File: src/rtl/uart_line_monitor_bridge_pkg.sv
// Shared constants and helpers for the UART line monitor bridge.
// Provides the clock rate, the default timing constants derived from it, the
// default idle level of the lines, and a width helper for counters.
package uart_bridge_pkg;

  localparam int unsigned CLK_HZ                   = 12_000_000;
  localparam int unsigned DEFAULT_STRETCH_CYCLES   = CLK_HZ / 10;  // 100 ms
  localparam int unsigned DEFAULT_BREAK_CYCLES     = CLK_HZ / 5;   // 200 ms
  localparam int unsigned DEFAULT_HEARTBEAT_CYCLES = CLK_HZ / 2;   // 500 ms half-period
  localparam logic [3:0]  DEFAULT_IDLE_LEVEL       = 4'b1111;

  // Number of bits needed to hold values 0..max_val (at least 1).
  function automatic int unsigned cnt_width(input int unsigned max_val);
    return (max_val < 1) ? 1 : $clog2(max_val + 1);
  endfunction

endpackage

File: src/rtl/uart_line_monitor_bridge_if.sv
// Forwarded line bundle between board pins and the uC header.
//   line_in  : raw lines from their sources (driven by master)
//   line_out : forwarded lines to their sinks (driven by slave, the bridge)
interface uart_line_monitor_bridge_if #(
  parameter int unsigned NUM_LINES = 4
) ();
  logic [NUM_LINES-1:0] line_in;
  logic [NUM_LINES-1:0] line_out;

  modport master (output line_in, input line_out);
  modport slave  (input line_in, output line_out);
endinterface

File: src/rtl/uart_line_monitor_bridge_line.sv
// Single-line monitor: input synchroniser, edge detector, activity stretcher
// and sticky stuck-line detector.
//   clk, rst     : clock, asynchronous active-high reset
//   line_raw     : unsynchronised line
//   clear        : synchronised level; clears the sticky stuck flag
//   activity_led : 1 while an edge was seen within STRETCH_CYCLES
//   stuck        : sticky flag, set after BREAK_CYCLES continuous non-idle cycles
module uart_line_monitor
  import uart_bridge_pkg::*;
#(
  parameter int unsigned SYNC_STAGES    = 2,
  parameter logic        IDLE_BIT       = 1'b1,
  parameter int unsigned STRETCH_CYCLES = DEFAULT_STRETCH_CYCLES,
  parameter int unsigned BREAK_CYCLES   = DEFAULT_BREAK_CYCLES
) (
  input  logic clk,
  input  logic rst,
  input  logic line_raw,
  input  logic clear,
  output logic activity_led,
  output logic stuck
);

  localparam int unsigned ACT_W = cnt_width(STRETCH_CYCLES);
  localparam int unsigned BRK_W = cnt_width(BREAK_CYCLES);
  localparam logic [ACT_W-1:0] ACT_LOAD = ACT_W'(STRETCH_CYCLES);
  localparam logic [BRK_W-1:0] BRK_MAX  = BRK_W'(BREAK_CYCLES);

  logic [SYNC_STAGES-1:0] sync_q;
  logic                   prev_q;
  logic                   line_s;
  logic                   edge_pulse;
  logic [ACT_W-1:0]       act_cnt, act_next;
  logic [BRK_W-1:0]       brk_cnt, brk_next;

  assign line_s     = sync_q[SYNC_STAGES-1];
  assign edge_pulse = line_s ^ prev_q;

  // Reload takes priority over decrement so back-to-back edges never gap the LED.
  always_comb begin
    act_next = act_cnt;
    if (edge_pulse)
      act_next = ACT_LOAD;
    else if (act_cnt != '0)
      act_next = act_cnt - 1'b1;
  end

  always_comb begin
    brk_next = brk_cnt;
    if (line_s == IDLE_BIT)
      brk_next = '0;
    else if (brk_cnt != BRK_MAX)
      brk_next = brk_cnt + 1'b1;
  end

  always_ff @(posedge clk or posedge rst) begin
    if (rst) begin
      sync_q       <= {SYNC_STAGES{IDLE_BIT}};
      prev_q       <= IDLE_BIT;
      act_cnt      <= '0;
      brk_cnt      <= '0;
      activity_led <= 1'b0;
      stuck        <= 1'b0;
    end else begin
      sync_q       <= {sync_q[SYNC_STAGES-2:0], line_raw};
      prev_q       <= line_s;
      act_cnt      <= act_next;
      brk_cnt      <= brk_next;
      activity_led <= (act_next != '0);
      // Set wins over clear: a line still held re-flags on the same edge.
      if (brk_next == BRK_MAX)
        stuck <= 1'b1;
      else if (clear)
        stuck <= 1'b0;
    end
  end

endmodule

File: src/rtl/uart_line_monitor_bridge.sv
// Zero-latency UART/handshake pass-through with per-line monitoring.
//   clock_12mhz   : system clock
//   reset         : asynchronous active-high reset
//   lines         : forwarded line bundle (line_in -> line_out)
//   isolate       : async level; 1 forces all line_out to IDLE_LEVEL
//   stuck_clear   : async level; clears sticky stuck flags
//   activity_led  : per-line stretched activity indication
//   stuck         : per-line sticky stuck-line flags
//   heartbeat_led : toggles every HEARTBEAT_CYCLES
module uart_line_monitor_bridge
  import uart_bridge_pkg::*;
#(
  parameter int unsigned          NUM_LINES        = 4,
  parameter int unsigned          SYNC_STAGES      = 2,
  parameter logic [NUM_LINES-1:0] IDLE_LEVEL       = DEFAULT_IDLE_LEVEL,
  parameter int unsigned          STRETCH_CYCLES   = DEFAULT_STRETCH_CYCLES,
  parameter int unsigned          BREAK_CYCLES     = DEFAULT_BREAK_CYCLES,
  parameter int unsigned          HEARTBEAT_CYCLES = DEFAULT_HEARTBEAT_CYCLES,
  parameter bit                   AUTO_ISOLATE     = 1'b0
) (
  input  logic                         clock_12mhz,
  input  logic                         reset,
  uart_line_monitor_bridge_if.slave    lines,
  input  logic                         isolate,
  input  logic                         stuck_clear,
  output logic [NUM_LINES-1:0]         activity_led,
  output logic [NUM_LINES-1:0]         stuck,
  output logic                         heartbeat_led
);

  localparam int unsigned HB_W = cnt_width(HEARTBEAT_CYCLES - 1);
  localparam logic [HB_W-1:0] HB_LAST = HB_W'(HEARTBEAT_CYCLES - 1);

  logic [SYNC_STAGES-1:0] iso_sync;
  logic [SYNC_STAGES-1:0] clr_sync;
  logic                   isolate_q;
  logic                   clear_q;
  logic [NUM_LINES-1:0]   force_idle;
  logic [HB_W-1:0]        hb_cnt;

  assign isolate_q = iso_sync[SYNC_STAGES-1];
  assign clear_q   = clr_sync[SYNC_STAGES-1];

  // Isolation resets to asserted so lines stay idle until reset release has synchronised.
  always_ff @(posedge clock_12mhz or posedge reset) begin
    if (reset) begin
      iso_sync <= '1;
      clr_sync <= '0;
    end else begin
      iso_sync <= {iso_sync[SYNC_STAGES-2:0], isolate};
      clr_sync <= {clr_sync[SYNC_STAGES-2:0], stuck_clear};
    end
  end

  // Per-bit 2:1 mux; the select comes from flops, so a line switches once and cleanly.
  always_comb begin
    force_idle = {NUM_LINES{isolate_q}};
    if (AUTO_ISOLATE)
      force_idle = force_idle | stuck;
    lines.line_out = (force_idle & IDLE_LEVEL) | (~force_idle & lines.line_in);
  end

  for (genvar i = 0; i < NUM_LINES; i++) begin : g_line
    uart_line_monitor #(
      .SYNC_STAGES   (SYNC_STAGES),
      .IDLE_BIT      (IDLE_LEVEL[i]),
      .STRETCH_CYCLES(STRETCH_CYCLES),
      .BREAK_CYCLES  (BREAK_CYCLES)
    ) u_mon (
      .clk         (clock_12mhz),
      .rst         (reset),
      .line_raw    (lines.line_in[i]),
      .clear       (clear_q),
      .activity_led(activity_led[i]),
      .stuck       (stuck[i])
    );
  end

  always_ff @(posedge clock_12mhz or posedge reset) begin
    if (reset) begin
      hb_cnt        <= '0;
      heartbeat_led <= 1'b0;
    end else if (hb_cnt == HB_LAST) begin
      hb_cnt        <= '0;
      heartbeat_led <= ~heartbeat_led;
    end else begin
      hb_cnt <= hb_cnt + 1'b1;
    end
  end

endmodule

File: src/flat_wrapper.sv
// flat-port wrapper written by rule: the top's interface ports become plain ports
module uart_line_monitor_bridge_flat import uart_bridge_pkg::*;
#(
  parameter int unsigned          NUM_LINES        = 4,
  parameter int unsigned          SYNC_STAGES      = 2,
  parameter logic [NUM_LINES-1:0] IDLE_LEVEL       = DEFAULT_IDLE_LEVEL,
  parameter int unsigned          STRETCH_CYCLES   = DEFAULT_STRETCH_CYCLES,
  parameter int unsigned          BREAK_CYCLES     = DEFAULT_BREAK_CYCLES,
  parameter int unsigned          HEARTBEAT_CYCLES = DEFAULT_HEARTBEAT_CYCLES,
  parameter bit                   AUTO_ISOLATE     = 1'b0
)
  (clock_12mhz, reset, isolate, stuck_clear, activity_led, stuck, heartbeat_led, lines_line_in, lines_line_out);
  uart_line_monitor_bridge_if #(.NUM_LINES(NUM_LINES)) lines_i ();
  input  logic clock_12mhz;
  input  logic reset;
  input  logic isolate;
  input  logic stuck_clear;
  output logic [NUM_LINES-1:0] activity_led;
  output logic [NUM_LINES-1:0] stuck;
  output logic heartbeat_led;
  input wire logic [$bits(lines_i.line_in)-1:0] lines_line_in;
  output wire logic [$bits(lines_i.line_out)-1:0] lines_line_out;
  assign lines_i.line_in = lines_line_in;
  assign lines_line_out = lines_i.line_out;
  uart_line_monitor_bridge #(.NUM_LINES(NUM_LINES), .SYNC_STAGES(SYNC_STAGES), .IDLE_LEVEL(IDLE_LEVEL), .STRETCH_CYCLES(STRETCH_CYCLES), .BREAK_CYCLES(BREAK_CYCLES), .HEARTBEAT_CYCLES(HEARTBEAT_CYCLES), .AUTO_ISOLATE(AUTO_ISOLATE)) u_core (.clock_12mhz(clock_12mhz), .reset(reset), .lines(lines_i), .isolate(isolate), .stuck_clear(stuck_clear), .activity_led(activity_led), .stuck(stuck), .heartbeat_led(heartbeat_led));
endmodule
File: config.mk
export PLATFORM = sky130hd
export DESIGN_NAME = uart_line_monitor_bridge_flat
export DESIGN_NICKNAME = d
export VERILOG_FILES = /design/src/rtl/uart_line_monitor_bridge_pkg.sv /design/src/rtl/uart_line_monitor_bridge_if.sv /design/src/rtl/uart_line_monitor_bridge_line.sv /design/src/rtl/uart_line_monitor_bridge.sv /design/src/flat_wrapper.sv
export SDC_FILE = /design/constraint.sdc
export NUM_CORES = 1
export LEC_CHECK = 0
export BUFFER_PORTS_ARGS = -buffer_cell sky130_fd_sc_hd__buf_4
export CORE_ASPECT_RATIO = 1.5
export CORE_UTILIZATION = 55
export DETAILED_ROUTE_END_ITERATION = 16
export PLACE_DENSITY_LB_ADDON = 0.1
export SETUP_SLACK_MARGIN = 0.2
export SYNTH_ARGS = -nofsm -noshare
export SYNTH_HDL_FRONTEND = slang
export SYNTH_HIERARCHICAL = 1
export SYNTH_SLANG_ARGS = --single-unit
File: constraint.sdc
create_clock -name clock_12mhz -period 4 [get_ports clock_12mhz]
set_clock_uncertainty 0.2 [all_clocks]
set_input_delay 0.4 -clock clock_12mhz [delete_from_list [all_inputs] [get_ports clock_12mhz]]
set_output_delay 0.4 -clock clock_12mhz [all_outputs]
set_load 0.1 [all_outputs]
# After elaboration in Yosys (flattened, before gate mapping)
# Cells that the tools add are included.
# Widths: inputs -> output; s select.
[totals]
ff_bits = 220
in_bits = 8
out_inout_bits = 13
[classes]
n_addsub = 9
n_eq_ne = 9
muxes = 22
n_bitwise = 8
n_reduce_logical = 12
[ops]
columns = ["cell", "n"]
rows = [
  ["$mux 22", 8],
  ["$mux 21", 8],
  ["$reduce_bool 21->1", 8],
  ["$add 22x1->22 const B", 4],
  ["$eq 22x22->1 const B", 4],
  ["$ne 22x22->1 const B", 4],
  ["$sub 21x1->21 const B", 4],
  ["$add 23x1->23 const B", 1],
  ["$eq 23x23->1 const B", 1],
  ["$mux 23", 1],
  ["$reduce_bool 2->1", 4],
  ["$mux 1", 5],
  ["$and 4x4->4", 1],
  ["$not 4->4", 1],
  ["$or 4x4->4", 1],
  ["$xor 1x1->1", 4],
  ["$not 1->1", 1],
]

# Longest topological paths before layout
# Gate-level depths: netlist of run 1.
[logic_depth]
ltp_word = 5
depth_mapped = 10
ltp_nobuf = 9

# Cells and area by module
# The synthesis of run 1 kept the hierarchy.
[modules_own_cells]
columns = ["mod", "n_inst", "cells_each", "area_per_inst_um2"]
rows = [
  ["uart_line_monitor (u_core.g_line[1].u_mon ...)", 3, 289, 2692.6],
  ["uart_line_monitor (u_core.g_line[0].u_mon)", 1, 280, 2658.8],
  ["uart_line_monitor_bridge", 1, 121, 1325.0],
]

# Least setup slack after synthesis of run 1
# No wires, ideal clock.
[synth_timing]
path_kind = "register -> register"
start = "reg u_core.g_line[0].u_mon.act_cnt[0]"
end = "reg u_core.g_line[0].u_mon.activity_led"
setup_time_ps = 143
arrival_time_ps = 2669
t_required_ps = 3657
slack_ps = 988
path_stages_with_launch = 11
n_path_buf = 1
period_less_slack_ps = 3012
cell_sequence = "dfrtp_1 inv_1 ha_1 or4b_2 or4_4 buf_6 nor4_2 xnor2_1 o211ai_1 nor4_1 o2111ai_1"
[synth_between]
elab_chain_cells = 4
word_cells_on_any_way = 5
[synth_lines]
columns = ["element", "line_no", "text"]
rows = [
  ["start: declaration", "uart_line_monitor_bridge_line.sv:33", "logic [ACT_W-1:0] act_cnt, act_next;"],
  ["start signal: assignment", "uart_line_monitor_bridge_line.sv:67", "act_cnt <= act_next;"],
  ["$sub 21x1->21 / $reduce_bool 21->1 (equally long branches)", "uart_line_monitor_bridge_line.sv:45, uart_line_monitor_bridge_line.sv:44", ""],
  ["$mux 21 *", "uart_line_monitor_bridge_line.sv:44", "else if (act_cnt != '0)"],
  ["$mux 21 *", "uart_line_monitor_bridge_line.sv:42", "if (edge_pulse)"],
  ["$reduce_bool 21->1 *", "uart_line_monitor_bridge_line.sv:69", "activity_led <= (act_next != '0);"],
  ["end signal: assignment", "uart_line_monitor_bridge_line.sv:69", ""],
  ["end: declaration", "uart_line_monitor_bridge_line.sv:20", "output logic activity_led,"],
]
# Mark *: on every way between the ends. The rest lies on a longest branch, timed or not.
# A chain may end at the register's enable or synchronous reset.

# Final worst setup path of run 1
[layout_timing]
start = "reg u_core.g_line[2].u_mon.act_cnt[0]"
end = "reg u_core.g_line[2].u_mon.activity_led"
[layout_between]
elab_chain_cells = 4
word_cells_on_any_way = 5
[layout_lines]
columns = ["element", "line_no"]
rows = [
  ["start: declaration", "uart_line_monitor_bridge_line.sv:33"],
  ["start signal: assignment", "uart_line_monitor_bridge_line.sv:67"],
  ["$sub 21x1->21 / $reduce_bool 21->1 (equally long branches)", "uart_line_monitor_bridge_line.sv:45, uart_line_monitor_bridge_line.sv:44"],
  ["$mux 21 *", "uart_line_monitor_bridge_line.sv:44"],
  ["$mux 21 *", "uart_line_monitor_bridge_line.sv:42"],
  ["$reduce_bool 21->1 *", "uart_line_monitor_bridge_line.sv:69"],
  ["end signal: assignment", "uart_line_monitor_bridge_line.sv:69"],
  ["end: declaration", "uart_line_monitor_bridge_line.sv:20"],
]
# Marked as above.

==> results of run 1 <==
-- worst max-delay path, cell delays in order, from the launching register on --
cell and delay, ns:
dfrtp_1 0.42, inv_1 0.13, ha_1 0.25, nor3b_1 0.44, nand4_1 0.37, nor2_1 0.56
nor3_1 0.13, nor4_1 0.24, and4b_1 0.25, nand4_1 0.10
-- cell usage in the layout (no fill, tap or decap), types with 14 or more instances in the layout --
cell type  netlist  routed
a21oi_1         19      19
dfrtp_1        206     206
nor3_1          55      55
o21ai_0         24      24
buf_4            1      27
nand4_1         48      48
xor2_1          92      92
nor4_1          56      56
dfstp_2         14      14
nand3_1         67      67
inv_1           36      32
nor2_1         196     196
clkbuf_16        0      23
nand2_1         74      74
nor2b_1         17      17
xnor2_1         85      85
-- power by group --
group	internal, µW	switching [µW]
Combinational	326	474
Clock	1350	859
Sequential	2370	220
-- cell families (layout without fill, tap and decap cells) --
logic type	count (synthesis)	after routing	share of synthesized area (%)
AOI/OAI and AO/OA	104	104	5.89
xor gates and xnor gates	177	177	12.9
adders and majority gates	13	13	1.35
buffers and inverters	76	110	2.68
DFF	220	220	45.8
muxes	18	18	1.58
and+or+nand+nor	660	660	29.9
-- cells in the mapped netlist (all sizes together), types with 10 or more instances --
cell type	count	area [µm²]
a21oi	19	95.1
and2	10	62.6
and3	13	81.3
and4	11	96.3
clkbuf	32	120
dfrtp	206	5150
dfstp	14	368
ha	13	163
inv	36	135
mux2i	10	100
nand2	74	278
nand3	67	335
nand4	49	322
nor2	197	742
nor2b	17	106
nor3	58	305
nor4	69	522
nor4b	13	114
o211ai	13	123
o21ai	36	184
or2	15	93.8
or3	11	68.8
or4	19	173
xnor2	85	744
xor2	92	806
-- area by class of cell --
type	instances	area [µm²]
fill	1855	8380
multi-input combinational	972	6220
sequential	220	5520
clock buffer	30	622
tap	272	340
timing repair buffer	33	263
clock inverter	11	160
inverter	36	135
-- sequential cells by signal, summed over array words and instances, names as in the netlist --
register / flops
u_core/g_line.u_mon/brk_cnt: 88
u_core/heartbeat_led: 1
u_core/hb_cnt: 23
u_core/g_line.u_mon/prev_q: 4
u_core/g_line.u_mon/stuck: 4
u_core/iso_sync: 2
u_core/g_line.u_mon/sync_q: 8
u_core/clr_sync: 2
u_core/g_line.u_mon/act_cnt: 84
u_core/g_line.u_mon/activity_led: 4
-- layer usage --
metal  wire (µm)  global-route usage, %
met5           0                      0
met4         679                   8.00
met2       12400                   39.8
met3         764                   2.74
met1       11100                   30.1
-- worst max path at each step --
stage	from	to	slack, ns
after floorplan	u_core/g_line[0].u_mon/act_cnt[0]	u_core/g_line[0].u_mon/activity_led	0.99
after global placement	u_core/g_line[0].u_mon/act_cnt[0]	u_core/g_line[0].u_mon/activity_led	0.91
after detailed placement	u_core/g_line[0].u_mon/act_cnt[0]	u_core/g_line[0].u_mon/activity_led	0.82
after CTS	u_core/g_line[0].u_mon/act_cnt[0]	u_core/g_line[0].u_mon/activity_led	0.80
after global routing	u_core/g_line[1].u_mon/act_cnt[0]	u_core/g_line[1].u_mon/activity_led	0.43
final	u_core/g_line[2].u_mon/act_cnt[0]	u_core/g_line[2].u_mon/activity_led	0.77
-- stage by stage --
| step | cells | utilization, % | cell area [µm²] | power (µW) | hold WS, ns |
|---|---|---|---|---|---|
| CTS | 1574 | 61.3 | 13300 | 5670 | 0.00393 |
| floorplan | 1268 | - | 12100 | 3220 | 0.131 |
| global route | 1574 | 61.3 | 13300 | 5890 | 0.0682 |
| global placement | 1527 | 57.4 | 12400 | 3410 | 0.134 |
| finish | 1574 | 61.3 | 13300 | 5600 | -0.0224 |
| detailed placement | 1527 | 57.4 | 12400 | 3420 | 0.145 |
-- repair_timing --
action | 4_1_cts | 5_1_grt
buffers inserted | 0 | 0
endpoints found under the hold margin | 6 | 0
resized for setup | 0 | 0
hold buffers | 6 | 0
==> flow_summary.json, run 1 <==
{
  "finalSetupViolations": 0,
  "clk_pin_slew_ns": 0.06,
  "crit_type": "register to register",
  "finalCritPeriodShare_pct": 80.8,
  "cp-start-kind": "register",
  "worstPathRequired_ns": 4.16,
  "violations": "negative hold slack",
  "post-place-ws_ns": 0.823,
  "yosysWarnings": 6,
  "finalMaxSlewViolations": 0,
  "hold_violations": 89,
  "n_antenna_cell": 0,
  "syn_nets": 1289,
  "setup_slack_ns": 0.767,
  "first_pass_iters": 5,
  "grt.total_usage_pct": 23.2,
  "tightest_slew_ns": 1.04,
  "max_slew_margin_pct": 30.3,
  "area_delta_synth_final_pct": 9.93,
  "cts_buffers": 23,
  "place.gp.congestion": 0.868,
  "vias": 9258,
  "cts_tree": "built",
  "arrival_ns": 3.39,
  "whs_ns": -0.0224,
  "die_w_um": 123,
  "power_density_nw_per_um2": 422,
  "ys_async_sr_fraction_pct": 100,
  "synth-seq-cells": 220,
  "hpwl_um": 17200,
  "drv_cap": 0,
  "synth_cells": 1268,
  "antenna_found_initial": 0,
  "tns_ns": 0,
  "status": "complete, but fails checks",
  "grt_pass1_wl_um": 42700,
  "drive_gt1_share_pct": 10.1,
  "critPathMaxFanout": 9,
  "synth.distinct_cells": 64,
  "drt_iter0_drc": 649,
  "ys_seq_area_share_pct": 45.8,
  "hold_class": "input port to asynchronous set/reset pin",
  "post_drt_wl_per_cell_um": 15.8,
  "layout_min_cycle_time_ns": 3.23,
  "grt_pass1_vias": 9012,
  "grt_max_degree": 49,
  "postRouteAntennaNets": 0,
  "regToRegEndpoint": "u_core/g_line[2].u_mon/activity_led",
  "clockBufferDepth": 3,
  "syn_avg_cell_area_um2": 9.51,
  "netlist_area_um2": 12100,
  "critPathCaptureType": "register",
  "io-pin-count": 21,
  "cts_sinks": 220,
  "vdd_drop_max_mv": 0.376,
  "rsz0062_at_grt": "no",
  "clk_latency_ns": 0.50,
  "rows": 66,
  "wirelength_um": 24900,
  "p_leak_uw": 0.00505,
  "cts.htree.levels": 1,
  "vias_per_cell": 5.88,
  "start_util_pct": 55.7,
  "core_area_um2": 21600,
  "finalNetCount": 1307,
  "r2r_start": "u_core/g_line[2].u_mon/act_cnt[0]",
  "synth_edf_count": 0,
  "cts-root-buf": "clkbuf_16",
  "grt_remaining_overflow": 0,
  "portBuffers": 20,
  "synth_flop_cell": "dfrtp_1",
  "drc_errors": 0,
  "reg2reg_slack_ns": 0.77,
  "fmax_mhz": 309,
  "r2r_cells": 9,
  "fp.dieH_um": 183,
  "die-area_um2": 22500
}
Power figures use the tool's default switching activity.
==> run 2, diff against run 1 <==
- clock period: 4 -> 3.4 ns (I/O delays scaled with it)
==> run 2 against run 1 <==
The run now ends clean. Register-to-register slack got worse by 0.37 ns. Core utilization rose by 1.1 points. Routed wire length is 2.3% higher. Final cell count up 1.6%. Design area rose by 1.8%. Setup slack worse by 0.37 ns. Via count rose by 1.3%. Sequential cell count unchanged. First-iteration DRC count fell by 13%. Global-route usage increased by 0.28 points. Critical path type unchanged.
==> flow_summary.json, run 2 (synthesis results as in run 1) <==
{
  "post_drt_wl_per_cell_um": 15.9,
  "critPathLaunch": "u_core/g_line[0].u_mon/act_cnt[0]",
  "grt.total_usage_pct": 23.5,
  "fp.dieH_um": 183,
  "hpwl_um": 17600,
  "cts_buffers": 23,
  "cts-root-buf": "clkbuf_16",
  "p_comb_share_pct": 15.5,
  "max_slew_margin_pct": 31.6,
  "finalCritPeriodShare_pct": 88.4,
  "fmax_mhz": 333,
  "vdd_drop_max_mv": 0.469,
  "vias_per_cell": 5.86,
  "hold_violations": 0,
  "grt_pass1_vias": 9184,
  "mostFrequentLayoutCells": "206 x dfrtp_1, 196 x nor2_1, 92 x xor2_1",
  "power_density_nw_per_um2": 494,
  "place.gp.congestion": 0.845,
  "layout_commonest_cell": "dfrtp_1",
  "rsz0062_at_grt": "no",
  "drive_gt1_share_pct": 12.3,
  "power.switching_uw": 1870,
  "clockBufferDepth": 3,
  "die_w_um": 123,
  "post-place-ws_ns": 0.234,
  "seqPwrFrac_pct": 45.5,
  "rows": 66,
  "setup_slack_ns": 0.394,
  "drc_errors": 0,
  "r2r_start": "u_core/g_line[0].u_mon/act_cnt[0]",
  "first_pass_iters": 5,
  "start_util_pct": 55.7,
  "status": "finished clean",
  "drv_cap": 0,
  "critPathMaxFanout": 6,
  "die-area_um2": 22500,
  "clk_latency_ns": 0.52,
  "drt_iter0_drc": 562,
  "grt_pass1_wl_um": 43300,
  "n_antenna_cell": 0,
  "largest_reg_flops": 88,
  "core_area_um2": 21600,
  "cts.htree.levels": 1,
  "p_sw_share_pct": 28.1,
  "cp-start-kind": "register",
  "tightest_slew_ns": 1.02,
  "io-pin-count": 21,
  "postRouteAntennaNets": 0,
  "fin_util_pct": 62.4,
  "wirelength_um": 25500,
  "top_register": "u_core/g_line.u_mon/brk_cnt",
  "top_regs": "u_core/g_line.u_mon/brk_cnt x88, u_core/g_line.u_mon/act_cnt x84, u_core/hb_cnt x23",
  "critPathCaptureType": "register",
  "clkPwrFrac_pct": 39.0,
  "finalSetupViolations": 0,
  "grt_remaining_overflow": 0,
  "finalNetCount": 1332,
  "internal-power_uw": 4800,
  "layout_min_cycle_time_ns": 3.01,
  "hold_class": "register to register",
  "worstPathRequired_ns": 3.56,
  "antenna_found_initial": 0,
  "cts_tree": "built",
  "tns_ns": 0,
  "cts_sinks": 220,
  "arrival_ns": 3.17,
  "portBuffers": 20,
  "clk_pin_slew_ns": 0.06,
  "vias": 9376,
  "area_delta_synth_final_pct": 11.9,
  "finalMaxSlewViolations": 0,
  "hp-start": "u_core/clr_sync[0]",
  "p_leak_uw": 0.00519,
  "grt_max_degree": 49,
  "crit_type": "register to register"
}
-- run 2: cell types whose count changed in the layout (fill, tap and decap cells not counted), sizes merged --
cell and delta:
clkbuf +2, inv +1, bufinv -1, dlygate4sd3 +1
buf +24, clkinvlp -2
-- run 2: repair_timing --
| item | in CTS | in global routing |
|---|---|---|
| endpoints found under the hold margin | 212 | 0 |
| buffers inserted | 0 | 5 |
| setup endpoints to repair | 0 | 1 |
| gates resized for setup | 0 | 13 |
| hold buffers | 7 | 0 |
-- run 2: metrics by stage --
step	area, µm²	power, µW	cells	hold slack [ns]
after global placement	12600	4040	1546	0.133
after floorplan	12100	3790	1268	0.131
after global routing	13500	7000	1599	0.159
after CTS	13400	6700	1594	0.158
final	13500	6670	1599	0.152
after detailed placement	12600	4060	1546	0.143
-- run 2: worst max-delay path: stages, from the launching register on --
cell	delay, ns
dfrtp_1	0.41
inv_2	0.09
ha_4	0.15
or4b_4	0.45
or4_4	0.60
buf_6	0.17
o21ai_4	0.14
or3_1	0.15
nand3_2	0.09
nor4_2	0.27
o2111ai_1	0.15
-- run 2: power by group through the flow --
stage	logic, µW	registers [µW]	clock network, µW
6_report	1030	3040	2600
5_1_grt	1160	3070	2780
4_1_cts	987	3030	2680
3_5_place_dp	979	3080	0
3_3_place_gp	964	3070	0
2_1_floorplan	785	3010	0
-- run 2: per-layer routing --
layer | up-vias | track usage, % | share of wire, %
met5 | - | 0 | 0
met2 | 170 | 41.0 | 51
met3 | 44 | 2.58 | 3.3
met1 | 4555 | 30.3 | 44
met4 | 0 | 7.17 | 2.4
li1 | 4607 | - | -
-- run 2: area by class of cell --
type | instances | area, µm²
fill | 1834 | 8140
multi-input combinational | 972 | 6250
sequential | 220 | 5520
clock buffer | 32 | 659
timing repair buffer | 58 | 457
tap | 272 | 340
inverter | 36 | 135
clock inverter | 9 | 124
-- run 2: worst paths after layout --
kind | slack, ns | cells past startpoint | endpoint
hold / removal | 0.15 | 0 | u_core/clr_sync[1]
setup / recovery | 0.39 | 10 | u_core/g_line[0].u_mon/activity_led
setup reg to reg | 0.39 | 10 | u_core/g_line[0].u_mon/activity_led
hold reg to reg | 0.15 | 0 | u_core/clr_sync[1]
min in group asynchronous | 0.46 | 3 | u_core/g_line[2].u_mon/brk_cnt[20]
max in group asynchronous | 1.87 | 3 | u_core/g_line[0].u_mon/act_cnt[8]
